### config.mk
export PLATFORM = sky130hd
export DESIGN_NAME = load_input_file_flat
export DESIGN_NICKNAME = d
export VERILOG_FILES = /design/src/rtl/snn_pkg.sv /design/src/rtl/load_input_file_if.sv /design/src/rtl/load_input_file_input_bit_mem.sv /design/src/rtl/load_input_file.sv /design/src/flat_wrapper.sv
export SDC_FILE = /design/constraint.sdc
export NUM_CORES = 2
export LEC_CHECK = 0
export ABC_AREA = 0
export BUFFER_PORTS_ARGS = -buffer_cell sky130_fd_sc_hd__buf_2
export CORE_MARGIN = 10
export CORE_UTILIZATION = 55
export DETAILED_ROUTE_END_ITERATION = 10
export PLACE_DENSITY = 0.71
export SLEW_MARGIN = 40
export SYNTH_ARGS = -nofsm -noshare
export SYNTH_HDL_FRONTEND = slang
export SYNTH_SLANG_ARGS = --single-unit
### constraint.sdc
create_clock -name clk -period 4.1 [get_ports clk]
set_input_delay 0.41 -clock clk [delete_from_list [all_inputs] [get_ports clk]]
set_output_delay 0.41 -clock clk [all_outputs]
set_load 0.01 [all_outputs]
### src/rtl/snn_pkg.sv
// Shared image-loader constants: 28x28 one-bit image delivered as 98 bytes.
// No latency or backpressure; definitions only.
package snn_pkg;
    localparam int IMG_ROWS   = 28;
    localparam int IMG_COLS   = 28;
    localparam int DATA_W     = 8;
    localparam int NUM_BYTES  = 98;
    localparam int NUM_BITS   = DATA_W * NUM_BYTES;
    localparam int ADDR_W     = $clog2(NUM_BITS);
    // Wide enough to hold the terminal count NUM_BYTES, not just the last index.
    localparam int CNT_W      = $clog2(NUM_BYTES + 1);

    typedef enum logic {
        LOADING = 1'b0,
        FULL    = 1'b1
    } load_state_e;
endpackage

### src/rtl/load_input_file_if.sv
// Byte-load and bit-read bundle between the image source/consumer and the loader.
// No latency of its own; trigger is a one-cycle strobe with no backpressure.
interface load_input_file_if;
    import snn_pkg::*;

    logic              trigger;
    logic [DATA_W-1:0] data;
    logic [ADDR_W-1:0] addr;
    logic              q;
    logic              ready;

    modport master (output trigger, data, addr, input  q, ready);
    modport slave  (input  trigger, data, addr, output q, ready);
endinterface

### src/rtl/load_input_file_input_bit_mem.sv
// 784x1 image memory: byte-aligned write port, registered 1-bit read port.
// Read latency 1 cycle (old data on same-cycle write); no backpressure.
module input_bit_mem
    import snn_pkg::*;
(
    input  logic              clk,
    input  logic              rst,
    input  logic              we_i,
    input  logic [CNT_W-1:0]  wr_idx_i,
    input  logic [DATA_W-1:0] wr_dat_i,
    input  logic [ADDR_W-1:0] rd_addr_i,
    output logic              rd_q_o
);
    logic [NUM_BITS-1:0] mem_q;
    logic                rd_q;
    logic [ADDR_W-1:0]   wr_base;

    assign wr_base = ADDR_W'(wr_idx_i) * ADDR_W'(DATA_W);

    always_ff @(posedge clk) begin
        if (rst) begin
            mem_q <= '0;
            rd_q  <= 1'b0;
        end else begin
            if (we_i) begin
                mem_q[wr_base +: DATA_W] <= wr_dat_i;
            end
            // Addresses past the image read as zero rather than aliasing.
            if (rd_addr_i < ADDR_W'(NUM_BITS)) begin
                rd_q <= mem_q[rd_addr_i];
            end else begin
                rd_q <= 1'b0;
            end
        end
    end

    assign rd_q_o = rd_q;
endmodule

### src/rtl/load_input_file.sv
// Loads one 98-byte binary image into bit memory and raises ready when complete.
// q has 1-cycle read latency; triggers arriving after ready are dropped.
module load_input_file
    import snn_pkg::*;
(
    input  logic              clk,
    input  logic              rst,
    load_input_file_if.slave  bus
);
    load_state_e      state_q;
    logic [CNT_W-1:0] cnt_q;
    logic [CNT_W-1:0] cnt_d;
    logic             wr_en;

    assign wr_en = bus.trigger && (state_q == LOADING);
    assign cnt_d = cnt_q + CNT_W'(1);

    always_ff @(posedge clk) begin
        if (rst) begin
            state_q <= LOADING;
            cnt_q   <= '0;
        end else if (wr_en) begin
            cnt_q <= cnt_d;
            if (cnt_d == CNT_W'(NUM_BYTES)) begin
                state_q <= FULL;
            end
        end
    end

    assign bus.ready = (state_q == FULL);

    input_bit_mem u_mem (
        .clk       (clk),
        .rst       (rst),
        .we_i      (wr_en),
        .wr_idx_i  (cnt_q),
        .wr_dat_i  (bus.data),
        .rd_addr_i (bus.addr),
        .rd_q_o    (bus.q)
    );
endmodule

### src/flat_wrapper.sv
// flat-port wrapper written by rule: the top's interface ports become plain ports
module load_input_file_flat import snn_pkg::*;
  (clk, rst, bus_trigger, bus_data, bus_addr, bus_q, bus_ready);
  load_input_file_if bus_i ();
  input  logic clk;
  input  logic rst;
  input wire logic [$bits(bus_i.trigger)-1:0] bus_trigger;
  input wire logic [$bits(bus_i.data)-1:0] bus_data;
  input wire logic [$bits(bus_i.addr)-1:0] bus_addr;
  output wire logic [$bits(bus_i.q)-1:0] bus_q;
  output wire logic [$bits(bus_i.ready)-1:0] bus_ready;
  assign bus_i.trigger = bus_trigger;
  assign bus_i.data = bus_data;
  assign bus_i.addr = bus_addr;
  assign bus_q = bus_i.q;
  assign bus_ready = bus_i.ready;
  load_input_file u_core (.clk(clk), .rst(rst), .bus(bus_i));
endmodule
==> results.md <==
* Post-Syn Instances at 4348
* Avg Inst Size Synth at 8.41 um^2
* Pwr Total at between 0.015 and 0.02 W
* Min-delay src: bus_data[7]
* CP Launch Point: u_core.cnt_q[0]$_SDFFE_PP0P_
* 1st-iter DRT viols at 5189
* CP Data Required Time at 4.66 ns
* Peak supply drop at 0.000279 V
* Remaining DRCs at 0
* Largest area contributor in the netlist: dfxtp_1
* CTS Root Cell: clkbuf_16
* DR top layer: met5
* Leak at about 13 nW
* Count of pins over their slew limit at 0
* Synth warn at 0
* Starting Density at between 50 and 60%
* Clock sink count at approximately 800
* Die width at ~280 um
* Worst-Skew Late Latency at 0.64 ns
* GR Overflow Total at 0
* Number of max-cap violations at 0
* RSZ-0062 raised after global routing: false
* Reg2reg start: u_core.cnt_q[0]$_SDFFE_PP0P_
* Total clock buffers created by CTS at 83
* Largest net degree at the start of global routing at ~120
* Number of port buffers at 22
* Routed WL at 124 mm
* Power Dens Cells at 418 nW/um^2
* Worst Path Class, Setup: reg2reg
* Tcrit/Tclk final at 96.0%
* Hold Buf Count CTS at 0
* CP startpoint kind: flip-flop
* Core ar. at 65900 um^2
* Slew @ Worst Pin at 0.845 ns
* Top cells by area, synth: dfxtp_1, mux4_2, a21oi_1, nand2_1, nand3_1
* Die height at about 280 um
* Setup tns final at 0 ns
* Met3 wire length at 15.3 mm
* Post_cts resized at 0
* Final Hold Fails at 0
* Worst-path clk slew at 0.06 ns
* Synth unique cells at 67
* Final setup viols at 0
* CP cell instances: clkinv_1 > ha_1 > nor3b_2 > xnor2_2 > nand2_1 > buf_4 > nor3_4 > buf_4 > nand2_1 > nor3_1 > a21oi_1 > nor2_1
* # H-tree levels at 3
* Commonest cells after routing, fill and taps aside: dfxtp_1, a21oi_1, nand2_1, nand3_1, nor2_1
* Crit-path max FO at 13
* Post-synth EDFFs at 0
* Vias in the first global route at slightly above 30000
* Fin crit period at 3.94 ns
* Site row count at 94
* Hold WC Path Type: in2reg
* Number of post-CTS setup repair buffers at 0
* Post-synthesis sequential area ratio at 43.4%
* Post-DP HPWL at 79.5 mm
* Die Area at 77200 um^2
* Status: completed
* Synth top area share at 43.4%
* Met2 routed WL at 53.8 mm
* Max_slew headroom at 43.7%
* Area delta synth->final at 10.6%
* Met1 WL at 48.5 mm
* Io pins at 23
* Final antenna-violating net count at 0
* Asr flop ratio synth at 0%
* Layout Nets at ~4300
* Initial antenna violation count at 2
* WP data arrival at 4.50 ns
* Post-synthesis cell area at 36600 um^2
* Crit path largest cell delay at roughly 0.6 ns
* CTS Buffer Depth at 3
* Syn nets at roughly 4400
* Commonest non-fill, non-tap cell in the layout: dfxtp_1
* Clock skew at approximately 0.018 ns
* GRT Util Overall at 30.6%
* Setup crit end kind: flip-flop
* TritonCTS clock tree: built
* Share of cells above drive strength 1 at between 10 and 15%
* DR vias/cell at around 6.6
* Max stage delay cell, worst path: nor3_1
* Peak Freq at about 0.25 GHz
* FF+latch count, synth at 793
* First-pass GRT wire length at 188 mm
* Main synth FF type: dfxtp_1
* Wirelength per Cell at 24.1 um
* Gpl congestion at 0.997
* TritonRoute pass-1 iters at 9
* Vias at 33747
* Setup slack, reg-to-reg at 0.16 ns
==> worst max-delay path, delay by kind of cell (launching register included) <==
kind                       cells  cell delay [ns]
AOI/OAI and AO/OA              1             0.08
buffers and inverters          3             0.75
xor gates and xnor gates       1             0.57
adders and majority gates      1             0.37
DFF                            1             0.33
and+or+nand+nor                6             1.77
==> synth_stat cells (3+ instances only) <==
cell type / number
a21oi_1: 727
a221oi_1: 22
a22o_1: 4
a22oi_1: 45
a31oi_1: 12
and2_1: 11
and3_1: 23
buf_1: 21
buf_2: 47
buf_4: 21
buf_6: 4
clkbuf_1: 289
dfxtp_1: 793
ha_1: 5
inv_1: 7
mux2i_1: 151
mux4_2: 170
nand2_1: 704
nand2_2: 6
nand2b_1: 7
nand3_1: 368
nand4_1: 12
nor2_1: 351
nor2_2: 23
nor2_4: 15
nor2b_1: 10
nor3_1: 79
nor4_1: 13
o2111ai_1: 6
o211ai_1: 7
o21ai_0: 322
or2_2: 3
or3_1: 10
or4_1: 4
xnor2_1: 4
xor2_1: 8
==> power breakdown <==
| part | internal (W) | total, W | switching [W] |
|---|---|---|---|
| registers | 0.00771 | 0.00772 | 0.00000783 |
| clock network | 0.00457 | 0.00772 | 0.00315 |
| logic | 0.000329 | 0.00148 | 0.00115 |
==> state kept, by name (all words and copies together) (netlist names) <==
name and cells:
u_core.cnt_q 7, u_core.u_mem.mem_q 784, u_core.u_mem.rd_q_o 1, u_core.bus.ready 1
==> cells by family (layout without fill, tap and decap cells) <==
kind of cell | Yosys count | after routing | synth area share (%)
XOR/XNOR | 12 | 12 | 0.287
adder cells (fa/ha/maj) | 5 | 5 | 0.171
buffers and inverters | 393 | 331 | 4.50
AO/OA/AOI/OAI | 1168 | 1168 | 16.9
flip-flops | 793 | 793 | 43.4
other | 0 | 2 | 0
AND/OR/NAND/NOR | 1655 | 1655 | 20.0
multiplexers | 322 | 322 | 14.6
==> path summary, 6_finish.rpt <==
| path | to | cells past startpoint |
|---|---|---|
| setup / recovery | u_core.u_mem.mem_q[376]$_SDFFE_PP0P_ | 12 |
| hold / removal | u_core.u_mem.mem_q[135]$_SDFFE_PP0P_ | 3 |
| setup reg to reg | u_core.u_mem.mem_q[376]$_SDFFE_PP0P_ | 12 |
| hold reg to reg | u_core.u_mem.mem_q[347]$_SDFFE_PP0P_ | 2 |
==> per-stage QoR <==
stage / instance area (um^2) / cells / worst slack (ns) / hold slack (ns) / utilization [%]
6_report: 40400 / 5152 / 0.164 / 0.145 / 61.4
5_1_grt: 40400 / 5151 / 0.0279 / 0.141 / 61.4
4_1_cts: 40400 / 5150 / 0.446 / 0.118 / 61.3
3_5_place_dp: 37600 / 5003 / 0.461 / 0.442 / 57.1
3_3_place_gp: 37600 / 5003 / 0.492 / 0.436 / 57.1
2_1_floorplan: 36600 / 4348 / 1.03 / 0.429 / -
==> routing by layer <==
| layer | global-route usage, % | vias to the layer above |
|---|---|---|
| met4 | 15.7 | 2 |
| met2 | 45.6 | 2031 |
| met5 | 0 | - |
| li1 | - | 15153 |
| met1 | 41.2 | 16123 |
| met3 | 7.01 | 438 |
==> final cells by class <==
class	instances	area [um^2]
clock buffer	130	2590
clock inverter	17	191
timing repair buffer	174	1500
tap	864	1080
antenna	2	5.00
sequential	793	15900
multi-input combinational	3162	19100
inverter	10	37.5
fill	5635	25400
Power figures use the tool's default switching activity.
